## src/rtl/retire_trace_buffer.sv

```systemverilog
// Retire-trace capture: queues one record per retired instruction in a FWFT FIFO for a ready/valid sink.
// Latency: record visible on out_* the cycle after the ret_valid edge; no same-cycle bypass into an empty FIFO.
// Backpressure: out_ready pops the head; full FIFO drops+counts (DROP_ON_FULL=1) or raises stall_req near full (0).
//
// Ports:
//   clk, rst_n                          clock, asynchronous active-low reset
//   ret_*                               WB-stage retire probe (ret_valid is a one-cycle pulse per instruction)
//   exit_request, exit_code             program exit (level) and its code
//   out_valid/out_ready, out_*          head record {pc, instr, data, addr, flags}
//   stall_req                           registered near-full request (stall mode only)
//   retired_count, dropped_count        retires seen while running, records lost to a full FIFO
//   hang, done, done_code               sticky watchdog expiry, sticky exit-and-drained, latched exit code
module retire_trace_buffer #(
    parameter int unsigned DEPTH           = 16,
    parameter int unsigned DROP_ON_FULL    = 1,
    parameter int unsigned STALL_MARGIN    = 2,
    parameter int unsigned WATCHDOG_CYCLES = 100000,
    parameter int unsigned WD_W            = 32
) (
    input  logic        clk,
    input  logic        rst_n,
    input  logic        ret_valid,
    input  logic [31:0] ret_pc,
    input  logic [31:0] ret_instr,
    input  logic        ret_rd_write,
    input  logic [31:0] ret_rd_data,
    input  logic        ret_mem_valid,
    input  logic        ret_mem_write,
    input  logic [31:0] ret_mem_addr,
    input  logic [31:0] ret_mem_wdata,
    input  logic        exit_request,
    input  logic [31:0] exit_code,
    output logic        out_valid,
    input  logic        out_ready,
    output logic [31:0] out_pc,
    output logic [31:0] out_instr,
    output logic [31:0] out_data,
    output logic [31:0] out_addr,
    output logic [2:0]  out_flags,
    output logic        stall_req,
    output logic [63:0] retired_count,
    output logic [31:0] dropped_count,
    output logic        hang,
    output logic        done,
    output logic [31:0] done_code
);

    localparam int unsigned AW = $clog2(DEPTH);
    localparam int unsigned PW = AW + 1;
    localparam logic [PW-1:0]   STALL_TH = PW'(DEPTH - STALL_MARGIN);
    localparam logic [WD_W-1:0] WD_LIMIT = WD_W'(WATCHDOG_CYCLES);

    typedef struct packed {
        logic [31:0] pc;
        logic [31:0] instr;
        logic [31:0] data;
        logic [31:0] addr;
        logic [2:0]  flags;
    } rec_t;

    typedef enum logic [1:0] {
        ST_RUN,
        ST_DRAIN,
        ST_DONE
    } state_t;

    rec_t            mem_q [DEPTH];
    rec_t            mem_d [DEPTH];
    logic [PW-1:0]   wr_ptr_q, wr_ptr_d;
    logic [PW-1:0]   rd_ptr_q, rd_ptr_d;
    logic [63:0]     retired_count_q, retired_count_d;
    logic [31:0]     dropped_count_q, dropped_count_d;
    logic            stall_req_q, stall_req_d;
    logic [WD_W-1:0] wd_q, wd_d;
    logic            hang_q, hang_d;
    logic            done_q, done_d;
    logic [31:0]     done_code_q, done_code_d;
    state_t          state_q, state_d;

    rec_t            rec_in;
    rec_t            head;
    logic            empty;
    logic            full;
    logic            push_req;
    logic            push_ok;
    logic            pop;
    logic            drop;
    logic [PW-1:0]   occ_next;

    // Record is assembled from the probe in the retire cycle itself.
    always_comb begin
        rec_in       = '0;
        rec_in.pc    = ret_pc;
        rec_in.instr = ret_instr;
        rec_in.data  = ret_rd_write ? ret_rd_data : ret_mem_wdata;
        rec_in.addr  = ret_mem_valid ? ret_mem_addr : 32'h0;
        rec_in.flags = {ret_rd_write, ret_mem_valid, ret_mem_write};
    end

    // Extra pointer MSB separates full (MSBs differ) from empty (pointers equal).
    assign empty = (wr_ptr_q == rd_ptr_q);
    assign full  = (wr_ptr_q[AW] != rd_ptr_q[AW]) &&
                   (wr_ptr_q[AW-1:0] == rd_ptr_q[AW-1:0]);
    assign head  = mem_q[rd_ptr_q[AW-1:0]];

    always_comb begin
        push_req = ret_valid && (state_q == ST_RUN);
        pop      = !empty && out_ready;
        // A simultaneous pop frees the slot, so a push into a full FIFO still lands.
        push_ok  = push_req && (!full || pop);
        drop     = push_req && full && !pop;

        wr_ptr_d = wr_ptr_q + PW'(push_ok);
        rd_ptr_d = rd_ptr_q + PW'(pop);
        occ_next = wr_ptr_d - rd_ptr_d;

        for (int i = 0; i < int'(DEPTH); i++) begin
            mem_d[i] = mem_q[i];
        end
        if (push_ok) begin
            mem_d[wr_ptr_q[AW-1:0]] = rec_in;
        end

        retired_count_d = retired_count_q + 64'(push_req);

        dropped_count_d = dropped_count_q;
        if (drop && (dropped_count_q != 32'hFFFF_FFFF)) begin
            dropped_count_d = dropped_count_q + 32'd1;
        end

        stall_req_d = (DROP_ON_FULL == 0) && (occ_next >= STALL_TH);
    end

    // Exit sequencing: the retire in the exit cycle is kept; afterwards the
    // FIFO is only drained, and DONE is entered once nothing remains.
    always_comb begin
        state_d     = state_q;
        done_code_d = done_code_q;
        case (state_q)
            ST_RUN: begin
                if (exit_request) begin
                    done_code_d = exit_code;
                    state_d     = ST_DRAIN;
                end
            end
            ST_DRAIN: begin
                if (occ_next == '0) begin
                    state_d = ST_DONE;
                end
            end
            ST_DONE: begin
                state_d = ST_DONE;
            end
            default: begin
                state_d = ST_RUN;
            end
        endcase
        done_d = done_q || (state_d == ST_DONE);
    end

    // Watchdog counts idle RUN cycles and saturates at the limit; frozen once exiting.
    always_comb begin
        wd_d   = wd_q;
        hang_d = hang_q;
        if ((WATCHDOG_CYCLES != 0) && (state_q == ST_RUN)) begin
            if (ret_valid) begin
                wd_d = '0;
            end else if (wd_q != WD_LIMIT) begin
                wd_d = wd_q + WD_W'(1);
            end
            if (wd_d == WD_LIMIT) begin
                hang_d = 1'b1;
            end
        end
    end

    always_ff @(posedge clk or negedge rst_n) begin
        if (!rst_n) begin
            for (int i = 0; i < int'(DEPTH); i++) begin
                mem_q[i] <= '0;
            end
            wr_ptr_q        <= '0;
            rd_ptr_q        <= '0;
            retired_count_q <= '0;
            dropped_count_q <= '0;
            stall_req_q     <= 1'b0;
            wd_q            <= '0;
            hang_q          <= 1'b0;
            done_q          <= 1'b0;
            done_code_q     <= '0;
            state_q         <= ST_RUN;
        end else begin
            for (int i = 0; i < int'(DEPTH); i++) begin
                mem_q[i] <= mem_d[i];
            end
            wr_ptr_q        <= wr_ptr_d;
            rd_ptr_q        <= rd_ptr_d;
            retired_count_q <= retired_count_d;
            dropped_count_q <= dropped_count_d;
            stall_req_q     <= stall_req_d;
            wd_q            <= wd_d;
            hang_q          <= hang_d;
            done_q          <= done_d;
            done_code_q     <= done_code_d;
            state_q         <= state_d;
        end
    end

    assign out_valid     = !empty;
    assign out_pc        = head.pc;
    assign out_instr     = head.instr;
    assign out_data      = head.data;
    assign out_addr      = head.addr;
    assign out_flags     = head.flags;
    assign stall_req     = stall_req_q;
    assign retired_count = retired_count_q;
    assign dropped_count = dropped_count_q;
    assign hang          = hang_q;
    assign done          = done_q;
    assign done_code     = done_code_q;

endmodule

```

## config.mk

```make
export PLATFORM = sky130hd
export DESIGN_NAME = retire_trace_buffer
export DESIGN_NICKNAME = d
export VERILOG_FILES = /design/src/rtl/retire_trace_buffer.sv
export SDC_FILE = /design/constraint.sdc
export NUM_CORES = 2
export LEC_CHECK = 0
export CAP_MARGIN = 20
export CELL_PAD_IN_SITES_DETAIL_PLACEMENT = 1
export CELL_PAD_IN_SITES_GLOBAL_PLACEMENT = 1
export CORE_AREA = 2 2 434 436
export CTS_CLUSTER_DIAMETER = 60
export DETAILED_ROUTE_END_ITERATION = 7
export DIE_AREA = 0 0 436 438
export GPL_TIMING_DRIVEN = 0
export HOLD_SLACK_MARGIN = 0.05
export PLACE_DENSITY_LB_ADDON = 0.1
export RECOVER_POWER = 50
export SYNTH_ARGS = -nofsm -noshare
export SYNTH_HDL_FRONTEND = slang
export SYNTH_SLANG_ARGS = --single-unit
```

## constraint.sdc

```tcl
create_clock -name clk -period 6.2 [get_ports clk]
set_input_delay 0.62 -clock clk [delete_from_list [all_inputs] [get_ports clk]]
set_output_delay 0.62 -clock clk [all_outputs]
set_load 0.005 [all_outputs]
```

==> metrics list <==
- The flow ran to the end, but the final reports show violations.
* Failing checks: max-capacitance violations, max-slew violations, negative setup slack
- The worst-case IR drop observed on VDD is 0.265 mV.
- Data on the critical path is required at its endpoint by 5.58 ns.
- Global routing consumed, over all layers together, between 30 and 40% of the routing resources.
- The critical path is of the reg -> out type.
- After global routing the overflow that remains totals 0.
* Final total negative setup slack: -0.00806 ns
- Number of antenna violations at the first check in global routing: 17
* CTS root buffer: clkbuf_16
* Die ar.: about 190000 sq um
* Worst Reg-to-Reg Cells: 10
- Sort of element at the start of the critical path: flip-flop
* Synthesized instance count: about 8000
* Pwr dens: roughly 420 nW/um^2
* Rel. slew slack: -118%
- Counting I/O delays and the setup requirement, the final critical path takes approximately 6.2 ns.
- Layout cells sized above 1: 24.3%
- Post-route clock skew: between 0.02 and 0.03 ns
- For this design the top-level I/O count stands at around 460.
* Part of the cycle the worst path needs: 100%
- CTS tree: built
* Part of the total power dissipated in the clock network: ~29%
- Sequential-to-total area share from yosys stat: a little under three fifths
- The analysis attributes to net switching a power of 15.7 mW.
* Top cells by count, synth: 2270 x dfrtp_1, 1943 x nand2_1, 1062 x o21ai_0
- Synthesis-stage register bit count: roughly 2300
- Count of input and output buffers: around 460
- Total setup buffers inserted after CTS: 0
- Number of sinks handled by clock tree synthesis: around 2300
- Proportion of register bits with asynchronous set or reset after synthesis: between 90% and 100%
- Data arrival time of the worst path: between 5 and 6 ns
- Switching power as a share of total power: 32.2%
* Slew at the pin closest to its max-slew limit: roughly 3.3 ns
- After synthesis the cells add up to around 100000 sq um.
* Average detailed-routed wire length per instance: 29.3 um
* Height of the chip: ~440 um
* Final worst slack: -0.00806 ns
* Clock Latency Late Sink: approximately 0.90 ns
- Row cnt: 159
- Avg Cell Area, Syn: 12.5 sq um
- Internal power comes to approximately 33 mW.
- Maximum number of pins on one net before global-route repair: 184
- Of the total power, combinational logic draws between 30% and 40%.
- In the routed layout, each cell is associated on average with a via count of 6.23.
- Leak pwr: between 50 and 60 nW
* Violation count after the first detailed-routing iteration: 5651
- Power share of the sequential group: 40.9%
- The first global-routing pass estimated 507000 um of wire.
* Number of stages on the worst hold path: 3
* Cells taking the most area after synthesis: dfrtp_1 57%, mux4_2 15%, mux2_2 9.2%, nand2_1 7.3%, o21ai_0 5.3%
- Post-DP HPWL: 228000 um
- Distinct cells, synth: 62
- Number of nets in the layout: around 9000
- The floorplan step defined a core boundary enclosing ~190000 sq um.
- The number of endpoints with negative hold slack in the final report was 0.
- Number of iterations in the first detailed-routing pass: 5
* Die outline width: between 400 and 500 um
- Initial standard-cell utilization of the core: about 54%
* Area added between synthesis and finish: 16.0%
* Number of slew-limit violations in the final report: around 700
* Dominant cell by count in the synthesized netlist: dfrtp_1
- Detailed routing inserted a total of approximately 71000 vias.
* Post-synth top area cell: dfrtp_1
- MaxCap Viol Count: 6
- Yosys mapped a number of flops with a built-in enable equal to 0.
- Total of warnings raised by yosys: 0
- Worst-case clock buffer depth: 3
- The min-delay analysis places its worst path in the category in -> reg.
- The worst setup path is captured at an output pin.
- Routability-driven placement finished with a final weighted congestion of between 0.8 and 0.9.
- Area fraction of the dominant cell type after synthesis: 56.6%
* Leading register cell type out of synthesis: dfrtp_1
- Static timing analysis puts the maximum clock frequency at 0.161 GHz.
* Remaining antenna violation count: 0
- Clock slew at reported path FFs: roughly 0.06 ns
- The number of nets in the synthesized netlist is a little over 8000.
- Vias in the first global route: roughly 80000
- Along the worst path, the maximum fanout reaches 10.
- Number of clock buffers inserted by TritonCTS: between 200 and 250
- Number of remaining DRC errors: 0
* Post-layout total power: between 40 and 50 mW
- The clock tree synthesis step divided the H-tree into 4 levels.
* Final setup violation count: 1
* Wirelength, routed: approximately 340000 um
[worst paths after layout]
kind                           endpoint          start  slack [ns]
min                          mem_q[413]  ret_mem_valid        0.33
max                        out_addr[31]    rd_ptr_q[1]      -0.008
max in group asynchronous   mem_q[1006]          rst_n        0.64
min in group asynchronous    mem_q[421]          rst_n        1.39
max reg2reg                  mem_q[709]    rd_ptr_q[2]        0.07
min reg2reg                  mem_q[123]     mem_q[123]        0.47
[cell families after synthesis]
kind of cell / Yosys count / synth area share (%)
multiplexers: 1525 / 24.4
XOR/XNOR: 119 / 1.05
AO/OA/AOI/OAI: 1123 / 5.74
buffers and inverters: 726 / 3.06
AND/OR/NAND/NOR: 2215 / 8.90
adder cells (fa/ha/maj): 13 / 0.162
other: 1 / 0.00374
flip-flops: 2270 / 56.6
[power groups by stage]
stage / combinational, mW / sequential (mW) / clock [mW]
floorplan: 8.73 / 19.3 / 0
global placement: 13.7 / 20.0 / 0
detailed placement: 14.4 / 20.0 / 0
CTS: 14.6 / 19.8 / 14.2
global route: 15.5 / 20.2 / 14.8
finish: 14.6 / 19.9 / 14.1
[metrics by stage]
step / hold slack, ns / util (%) / setup slack, ns / cells / instance area [sq um]
CTS: 0.233 / 62.3 / 0.0753 / 11400 / 116000
finish: 0.327 / 62.3 / -0.00806 / 11400 / 116000
global placement: 0.452 / 57.9 / -97.81 / 10900 / 108000
detailed placement: 0.458 / 58.3 / 1.06 / 11000 / 109000
global route: 0.320 / 62.3 / -0.0130 / 11400 / 116000
floorplan: 0.324 / - / 2.92 / 7992 / 100000
[timing repair]
item / CTS / global route
endpoints found under the hold margin: 53 / 0
hold buffers: 1 / 0
resized for setup: 0 / 1
endpoints found under the setup margin: 0 / 1
[layout make-up]
cell class	count	area, sq um
tap	2495	3120
inverter	27	101
multi-input combinational	4996	40300
fill	18500	70300
sequential	2270	56800
antenna	14	35.0
timing repair buffer	507	5380
clock inverter	70	662
clock buffer	351	6930
buffer	699	2970
[routing by layer]
layer | track usage, % | wire length, um
met1 | 44.5 | 128000
met3 | 6.40 | 20200
met4 | 19.6 | 20100
met2 | 58.6 | 167000
met5 | 0 | 51
[state kept, by name, summed over array words and instances, names as in the netlist]
| signal | count |
|---|---|
| mem_q | 2096 |
| retired_count | 64 |
| done_code | 32 |
| dropped_count | 32 |
| wd_q | 32 |
| rd_ptr_q | 5 |
| wr_ptr_q | 5 |
| state_q | 2 |
| done | 1 |
| hang | 1 |
[critical path: stages (launching register included)]
cell and delay [ns]:
dfrtp_1 0.35, clkbuf_1 0.19, buf_1 0.82, clkbuf_2 0.66, buf_16 0.25, clkbuf_1 0.82
mux4_2 0.48, mux4_2 0.59, clkdlybuf4s50_1 0.50
[layout by cell type, fill, tap and decap left out, types with 9 or more instances in the layout]
cell type        synthesis  routed
dfrtp_1               2270    2270
nand2_1               1943    1943
o21ai_0               1062    1062
mux2_2                 823     822
mux4_2                 655     655
clkbuf_1               371     430
clkdlybuf4s50_1          0     328
buf_2                  260     257
clkbuf_16                0     238
dlygate4sd3_1            0     131
xnor2_1                 78      78
nand3_1                 65      65
buf_1                   63      61
clkbuf_8                 0      55
nor2_1                  47      47
clkinv_2                 0      43
xor2_1                  40      40
nand4_1                 35      36
mux2i_1                 33      33
inv_1                   27      27
nor3_1                  20      20
buf_8                    0      20
a21oi_1                 14      15
and4_1                  15      15
and3_1                  15      15
mux2_1                  14      15
o31ai_1                 15      15
diode_2                  0      14
nor4_1                  11      14
ha_1                    13      13
buf_16                   0      12
and2_1                  13      11
inv_6                    0      10
buf_4                    4       9
(Power assumes the default switching activity.)
